[config.mk]
export PLATFORM = sky130hd
export DESIGN_NAME = uart_loader
export DESIGN_NICKNAME = d
export VERILOG_FILES = /design/src/rtl/uart_loader.sv
export SDC_FILE = /design/constraint.sdc
export NUM_CORES = 1
export LEC_CHECK = 0
export CAP_MARGIN = 20
export CELL_PAD_IN_SITES_DETAIL_PLACEMENT = 0
export CELL_PAD_IN_SITES_GLOBAL_PLACEMENT = 1
export CORE_AREA = 2 2 135 137
export DETAILED_ROUTE_END_ITERATION = 8
export DIE_AREA = 0 0 137 139
export GPL_TIMING_DRIVEN = 0
export PLACE_DENSITY = 0.85
export SLEW_MARGIN = 0
export SYNTH_ARGS = -nofsm -noshare
export SYNTH_HDL_FRONTEND = slang
export SYNTH_SLANG_ARGS = --single-unit
[constraint.sdc]
create_clock -name clk -period 1.7 [get_ports clk]
set_input_delay 0.255 -clock clk [delete_from_list [all_inputs] [get_ports clk]]
set_output_delay 0.255 -clock clk [all_outputs]
set_load 0.01 [all_outputs]
[src/rtl/uart_loader.sv]
// Block loader: drains a 512-byte receive buffer into instruction memory, one little-endian word per 4 bytes.
// Optional running byte checksum on load_sum is enabled by defining UART_LOADER_CHECKSUM_EN.
module uart_loader #(
  parameter logic [31:0] IMEM_BASE = 32'h0000_0000
) (
  input  logic        clk,
  input  logic        reset,
  input  logic        rx_fifo_full,
  output logic        rx_fifo_full_ack,
  output logic [8:0]  rx_fifo_ra,
  input  logic [7:0]  rx_fifo_rd,
  output logic [31:0] imem_wa,
  output logic [31:0] imem_wd,
  output logic        imem_wen,
  output logic        busy,
  output logic [7:0]  blocks_loaded,
  output logic [7:0]  load_sum,
  output logic [2:0]  dbg_state
);

  // Handshake: the buffer owner raises rx_fifo_full once a block is complete; the loader raises
  // rx_fifo_full_ack after the last word is written and drops it only once rx_fifo_full is seen low.
  typedef enum logic [2:0] {
    IDLE    = 3'd0,
    FETCH   = 3'd1,
    CAPTURE = 3'd2,
    WRITE   = 3'd3,
    ACK     = 3'd4
  } state_t;

  state_t      state_q, state_d;
  logic [8:0]  idx_q, idx_d;
  logic [31:0] word_q, word_d;
  logic [31:0] ptr_q, ptr_d;
  logic [8:0]  ra_q, ra_d;
  logic [31:0] wa_q, wa_d;
  logic [31:0] wd_q, wd_d;
  logic [7:0]  blocks_q, blocks_d;

  always_comb begin
    state_d  = state_q;
    idx_d    = idx_q;
    word_d   = word_q;
    ptr_d    = ptr_q;
    ra_d     = ra_q;
    wa_d     = wa_q;
    wd_d     = wd_q;
    blocks_d = blocks_q;
    case (state_q)
      IDLE: begin
        if (rx_fifo_full) begin
          state_d = FETCH;
          idx_d   = 9'd0;
          ra_d    = 9'd0;
        end
      end
      FETCH: begin
        state_d = CAPTURE;
      end
      CAPTURE: begin
        case (idx_q[1:0])
          2'd0:    word_d[7:0]   = rx_fifo_rd;
          2'd1:    word_d[15:8]  = rx_fifo_rd;
          2'd2:    word_d[23:16] = rx_fifo_rd;
          default: word_d[31:24] = rx_fifo_rd;
        endcase
        idx_d = idx_q + 9'd1;
        if (idx_q[1:0] == 2'd3) begin
          state_d = WRITE;
          wa_d    = ptr_q;
          wd_d    = {rx_fifo_rd, word_q[23:0]};
        end else begin
          state_d = FETCH;
          ra_d    = idx_q + 9'd1;
        end
      end
      WRITE: begin
        ptr_d = ptr_q + 32'd1;
        // The byte index wraps to 0 only after byte 511, i.e. after word 127.
        if (idx_q == 9'd0) begin
          state_d = ACK;
        end else begin
          state_d = FETCH;
          ra_d    = idx_q;
        end
      end
      ACK: begin
        if (!rx_fifo_full) begin
          state_d  = IDLE;
          blocks_d = (blocks_q == 8'hFF) ? blocks_q : blocks_q + 8'd1;
        end
      end
      default: state_d = IDLE;
    endcase
  end

  always_ff @(posedge clk) begin
    if (reset) begin
      state_q  <= IDLE;
      idx_q    <= 9'd0;
      word_q   <= 32'd0;
      ptr_q    <= IMEM_BASE;
      ra_q     <= 9'd0;
      wa_q     <= IMEM_BASE;
      wd_q     <= 32'd0;
      blocks_q <= 8'd0;
    end else begin
      state_q  <= state_d;
      idx_q    <= idx_d;
      word_q   <= word_d;
      ptr_q    <= ptr_d;
      ra_q     <= ra_d;
      wa_q     <= wa_d;
      wd_q     <= wd_d;
      blocks_q <= blocks_d;
    end
  end

`ifdef UART_LOADER_CHECKSUM_EN
  logic [7:0] sum_q, sum_d;

  always_comb begin
    sum_d = sum_q;
    if (state_q == CAPTURE) begin
      sum_d = sum_q + rx_fifo_rd;
    end
  end

  always_ff @(posedge clk) begin
    if (reset) begin
      sum_q <= 8'd0;
    end else begin
      sum_q <= sum_d;
    end
  end

  assign load_sum = sum_q;
`else
  assign load_sum = 8'd0;
`endif

  assign rx_fifo_full_ack = (state_q == ACK);
  assign imem_wen         = (state_q == WRITE);
  assign busy             = (state_q != IDLE);
  assign rx_fifo_ra       = ra_q;
  assign imem_wa          = wa_q;
  assign imem_wd          = wd_q;
  assign blocks_loaded    = blocks_q;
  assign dbg_state        = state_q;

endmodule

After elaboration in Yosys (flattened, before gate mapping)
Cells that the tools add are included.
{ "classes": {"n_eq_ne": 12, "n_div": 0, "multipliers": 0, "n_shift": 0, "mux": 10, "bitwise_logic": 2, "order_cmp": 0, "add_sub_neg": 3, "reduce_logical": 14} }
{ "ops": {"columns": ["operator", "n"], "rows": [
  ["$add A32 B1 Y32 const B", 1],
  ["$mux W9", 3],
  ["$pmux W9 S3", 1],
  ["$pmux W9 S2", 1],
  ["$pmux W3 S5", 1],
  ["$reduce_and A2 Y1", 6],
  ["$add A9 B1 Y9 const B", 1],
  ["$logic_not A9 Y1", 1],
  ["$mux W3", 3],
  ["$add A8 B1 Y8 const B", 1],
  ["$eq A8 B8 Y1 const B", 1],
  ["$ne A2 B2 Y1 const B", 4],
  ["$eq A3 B2 Y1 const B", 2],
  ["$reduce_bool A3 Y1", 2],
  ["$eq A2 B2 Y1 const B", 2],
  ["$reduce_and A4 Y1", 1],
  ["$eq A3 B1 Y1 const B", 1],
  ["$eq A3 B3 Y1 const B", 1],
  ["$logic_not A3 Y1", 1],
  ["$reduce_and A3 Y1", 1],
  ["$eq A2 B1 Y1 const B", 1],
  ["$logic_not A2 Y1", 1],
  ["$mux W2", 1],
  ["$not A1 Y1", 2],
  ["$reduce_bool A2 Y1", 1]
]} }
{ "totals": {"out_inout_bits": 95, "n_memories": 0, "ram_bits": 0, "latchBits": 0, "mem_bits_ro": 0, "in_bits": 11, "ff_bits": 149} }

Logic depth before layout (Yosys ltp)
{ "depth": {"depth_word": 3, "ltp_mapped": 8, "depth_no_buf": 7} }

Worst setup path after synthesis
OpenSTA, ideal clock, no wires.
{ "synth_path": {"path_kind": "register to register", "from": "register idx_q[0]", "to": "register ra_q[1] (netlist: rx_fifo_ra[1])", "arrival_ns": 1.690, "synth_period_minus_slack_ns": 1.769, "path_stages_with_launch": 9, "slack_ns": -0.069, "t_required_ns": 1.621, "setup_time_ns": 0.079, "path_buffers": 1, "cell_sequence": "dfxtp_1 -> inv_1 -> ha_1 -> nor4b_1 -> and3_4 -> nor3_4 -> buf_6 -> nor2_1 -> a211oi_2"} }
{ "synth_via": {"elab_chain_cells": 3} }
{ "synth_rtl": {"columns": ["item", "line_no", "text"], "rows": [
  ["start, declared", "32", "logic [8:0] idx_q, idx_d;"],
  ["start signal, assigned", "109", "idx_q <= idx_d;"],
  ["$add A9 B1 Y9 (tied with other cells)", "74", "ra_d = idx_q + 9'd1;"],
  ["$mux W9 / $ne A2 B2 Y1 (equally long branches)", null, null],
  ["$pmux W9 S3 / $reduce_and A4 Y1 (equally long branches)", null, null],
  ["end signal, assigned", "112", "ra_q <= ra_d;"],
  ["end, declared", "35", "logic [8:0] ra_q, ra_d;"]
]} }
Several ways; a longest one is shown, not always the timed one. The select of a mux whose other input is x is not followed.
A chain may end at the register's enable or synchronous reset.

Worst setup path in the final report
{ "layout_path": {"from": "register state_q[0] (netlist: dbg_state[0])", "to": "output port busy"} }
{ "layout_via": {"elab_chain_cells": 1} }
{ "layout_rtl": {"columns": ["item", "line_no", "text"], "rows": [
  ["start, declared", "31", "state_t state_q, state_d;"],
  ["start signal, assigned", "108", "state_q <= state_d;"],
  ["$reduce_bool A3 Y1", "144", "assign busy = (state_q != IDLE);"],
  ["end, declared", "15", "output logic busy,"]
]} }
No other way between the ends.

==> impl_table.tex <==
\begin{tabular}{lr}
\hline
Metric & Value \\
\hline
\multicolumn{2}{l}{\textbf{Floorplanning}} \\
\quad Die X & 137 um \\
\quad Starting Density & 34.3\% \\
\quad Die H & 139 um \\
\quad Row count & 49 \\
\quad Core region area & 17700 um\^{}2 \\
\quad I/O pin cnt & 106 \\
\quad Area enclosed by the die boundary & 19000 um\^{}2 \\
\multicolumn{2}{l}{\textbf{Finish}} \\
\quad Final Util & 48.1\% \\
\quad Layout net count & 906 \\
\quad Signed area change from the synthesized netlist to the final layout & 40.1\% \\
\quad Antenna diode count & 0 \\
\quad Share of post-route cells with drive strength above 1 & 17.1\% \\
\quad Filler cells & 1743 \\
\quad Fin cells & 1131 \\
\multicolumn{2}{l}{\textbf{Placed design}} \\
\quad Input/output buffers & 96 \\
\quad Placed instance count & 1071 \\
\quad RD Place Congestion & 0.838 \\
\quad DP Worst Slack & -0.574 ns \\
\quad Detailed Place HPWL & 10.7 mm \\
\multicolumn{2}{l}{\textbf{CTS}} \\
\quad Source-to-sink clock delay at the later pin of the worst-skew pair & 0.43 ns \\
\quad Number of sinks on the clock net & 149 \\
\quad Post-cts hold buffer count & 0 \\
\quad Clock transition at path regs & 0.06 ns \\
\quad Max clock buf depth & 2 \\
\quad CTS HTree Levels & 4 \\
\quad Clock tree from TritonCTS & built \\
\quad Root buffer cell & sky130\_fd\_sc\_hd\_\_clkbuf\_16 \\
\quad Clock buffer count from CTS & 17 \\
\multicolumn{2}{l}{\textbf{Power and ir drop}} \\
\quad Largest vdd supply drop & 0.759 mV \\
\quad Reported leakage power & 2.99 nW \\
\quad Power per standard cell area & 867 nW/um\^{}2 \\
\multicolumn{2}{l}{\textbf{Global route}} \\
\quad Number of global-route vias before repair & 4949 \\
\quad Initial antenna violation count & 0 \\
\quad Total GRT Usage & 16.8\% \\
\quad GR Overflow Total & 0 \\
\quad Maximum number of pins on one net before global-route repair & 17 \\
\quad Wire length of the first global-routing pass & 25.6 mm \\
\quad Grt met2 use & 26.1\% \\
\quad Met1 demand-to-capacity share in global routing & 22.5\% \\
\quad Layer with the highest usage & met2 \\
\quad Global-route met3 utilization & 5.30\% \\
\multicolumn{2}{l}{\textbf{Run}} \\
\quad Number of max-cap violations & 0 \\
\multicolumn{2}{l}{\textbf{Drt}} \\
\quad Final routed wire length divided by cell count & 14.0 um \\
\quad DRC violations left & 0 \\
\quad Drt total wl & 15.9 mm \\
\quad Final ANT Viol Nets & 0 \\
\quad DRC marker count from the first detailed-route iteration & 310 \\
\quad Detailed-router iteration count before antenna repair & 5 \\
\quad Vias per cell & 4.75 \\
\quad Total number of vias & 5376 \\
\multicolumn{2}{l}{\textbf{Timing}} \\
\quad Worst slew margin & 53.6\% \\
\quad Post-Route Skew & 0.0101 ns \\
\quad Pin slew with the least headroom to its limit & 0.696 ns \\
\quad Final WS setup & -0.0689 ns \\
\quad Number of failing setup endpoints in the final timing report & 10 \\
\quad Final Hold Viols & 0 \\
\quad Ratio of final minimum period to clock period & 104\% \\
\quad Slew Limit Fails & 0 \\
\quad Unrepaired setup endpoints after global routing & yes \\
\quad Maximum frequency from static timing analysis & 565 MHz \\
\quad Worst hold margin & 0.431 ns \\
\quad Final period demand of the worst path & 1.77 ns \\
\multicolumn{2}{l}{\textbf{Critical path}} \\
\quad Number of buffer and inverter stages on the critical path & 2 \\
\quad Data required time of the critical path & 1.44 ns \\
\quad Worst setup path category & flip-flop to output pin \\
\quad Type of element launching the critical path & flip-flop \\
\quad Cell chain of the critical path & buf\_4 > or3\_4 > buf\_6 \\
\quad Cell with the biggest individual delay on the critical path & sky130\_fd\_sc\_hd\_\_dfxtp\_2 \\
\quad Cell type group with the largest total delay on the critical path & flip-flops \\
\quad Endpoint arrival time on the critical path & 1.51 ns \\
\quad Maximum fanout count along the critical path & 10 \\
\quad Endpoint class of the critical path & output pin \\
\quad Worst path max stage delay & 0.39 ns \\
\multicolumn{2}{l}{\textbf{Run status}} \\
\quad Status & complete, but fails checks \\
\quad Failing checks & setup timing \\
\multicolumn{2}{l}{\textbf{Synthesis}} \\
\quad Mean instance size in the synthesized netlist & 8.19 um\^{}2 \\
\quad Post-synthesis instance area & 6060 um\^{}2 \\
\quad Mapped Cells & 739 \\
\quad Portion of the post-synthesis area used by sequential elements & 49.3\% \\
\quad Number of register bits inferred by synthesis & 149 \\
\quad Number of synthesis warnings & 0 \\
\quad Distinct cells, synth & 44 \\
\multicolumn{2}{l}{\textbf{Min path}} \\
\quad Worst min-delay path class & primary input to flip-flop \\
\hline
\end{tabular}
[worst reg2reg max path, delay by kind of cell, from the launching register on]
family	cells	cell delay, ns
compound gates	1	0.16
simple gates	4	0.65
fa+ha+maj	1	0.15
flops	1	0.39
buf+inv	3	0.32
[repair_timing]
item	in CTS	in global routing
setup buffers	19	11
cloned	2	0
endpoints found under the setup margin	129	101
gates resized for setup	65	59
pin swaps	11	6
[Yosys cell counts (all sizes together)]
| library cell | instances | area (um^2) |
|---|---|---|
| nand2 | 201 | 754 |
| dfxtp | 149 | 2980 |
| a21oi | 107 | 536 |
| nor2 | 55 | 206 |
| buf | 31 | 200 |
| clkbuf | 24 | 90.1 |
| xnor2 | 24 | 210 |
| nand3 | 23 | 145 |
| xor2 | 16 | 140 |
| and3 | 12 | 80.1 |
| nand4 | 12 | 75.1 |
| nor3 | 12 | 71.3 |
| o21ai | 8 | 40.0 |
| nor4 | 7 | 71.3 |
| or3 | 7 | 43.8 |
| and4 | 6 | 52.6 |
| ha | 6 | 75.1 |
| inv | 6 | 22.5 |
| nand2b | 5 | 31.3 |
| mux2i | 4 | 40.0 |
| a211oi | 3 | 27.5 |
| a22oi | 3 | 22.5 |
| a311oi | 3 | 26.3 |
| and2 | 3 | 20.0 |
| nor2b | 3 | 18.8 |
| and3b | 2 | 17.5 |
| nor4b | 2 | 17.5 |
| and4b | 1 | 10.0 |
| conb | 1 | 3.75 |
| nand3b | 1 | 7.51 |
| nand4b | 1 | 8.76 |
| o21a | 1 | 7.51 |
[final cells by class]
class | instances | area [um^2] | area share (%)
Clock buffer | 20 | 437 | 5.15
Timing Repair Buffer | 127 | 1220 | 14.4
Sequential cell | 149 | 3010 | 35.4
Inverter | 6 | 27.5 | 0.324
Clock inverter | 12 | 97.6 | 1.15
Buffer | 52 | 364 | 4.29
Multi-Input combinational cell | 536 | 3040 | 35.9
Tap cell | 229 | 287 | 3.38
[flip-flops by register name, indices dropped and copies added, names as in the netlist]
name and cells:
idx_q 9, imem_wa 32, blocks_loaded 8, dbg_state 3, rx_fifo_ra 9, ptr_q 32
imem_wd 32, word_q 24
[logic make-up after synthesis]
kind of cell / count (synthesis) / synth area share, %
compound gates: 125 / 10.9
buf+inv: 61 / 5.17
other cells: 1 / 0.0619
simple gates: 353 / 26.9
fa+ha+maj: 6 / 1.24
flops: 149 / 49.3
mux: 4 / 0.661
xor+xnor: 40 / 5.79
[metrics by stage]
step	instance area [um^2]	total power, mW	TNS, ns
2_1_floorplan	6090	3.79	0
3_3_place_gp	7340	3.93	-42.64
3_5_place_dp	7340	3.93	-42.01
4_1_cts	8230	7.36	-0.581
5_1_grt	8480	7.63	-2.54
6_report	8480	7.36	-0.316
[worst paths after layout]
| path | from | end | slack (ns) | cells after the start |
|---|---|---|---|---|
| setup / recovery | dbg_state[0] | busy | -0.07 | 3 |
| hold / removal | reset | ptr_q[7] | 0.43 | 3 |
| setup reg to reg | idx_q[0] | rx_fifo_ra[4] | -0.04 | 9 |
| hold reg to reg | imem_wa[25] | imem_wa[25] | 0.45 | 2 |
[power breakdown]
group	switching, mW	leakage [nW]	internal [mW]	total (mW)
Clock	1.52	0.252	1.88	3.40
Sequential	0.0232	1.21	3.51	3.54
Combinational	0.230	1.53	0.190	0.421
Total	1.77	2.99	5.59	7.36
[layout by cell type (no fill, tap or decap), types with 10 or more instances in the layout]
cell type | synthesis | layout
sky130_fd_sc_hd__nand2_1 | 201 | 200
sky130_fd_sc_hd__dfxtp_1 | 149 | 137
sky130_fd_sc_hd__a21oi_1 | 107 | 103
sky130_fd_sc_hd__clkdlybuf4s50_1 | 0 | 90
sky130_fd_sc_hd__nor2_1 | 55 | 53
sky130_fd_sc_hd__buf_4 | 9 | 41
sky130_fd_sc_hd__xnor2_1 | 24 | 24
sky130_fd_sc_hd__clkbuf_1 | 24 | 21
sky130_fd_sc_hd__clkbuf_16 | 0 | 17
sky130_fd_sc_hd__xor2_1 | 16 | 16
sky130_fd_sc_hd__nand3_1 | 20 | 15
sky130_fd_sc_hd__nand4_1 | 12 | 12
sky130_fd_sc_hd__and3_1 | 11 | 11
sky130_fd_sc_hd__buf_6 | 4 | 10
[routing by layer]
| metal | vias to the layer above | part of all wire [%] |
|---|---|---|
| met1 | 2495 | 47 |
| li1 | 2750 | - |
| met2 | 115 | 47 |
| met4 | 0 | 1.2 |
| met5 | - | 0 |
| met3 | 16 | 5.4 |
Power figures use the tool's default switching activity.
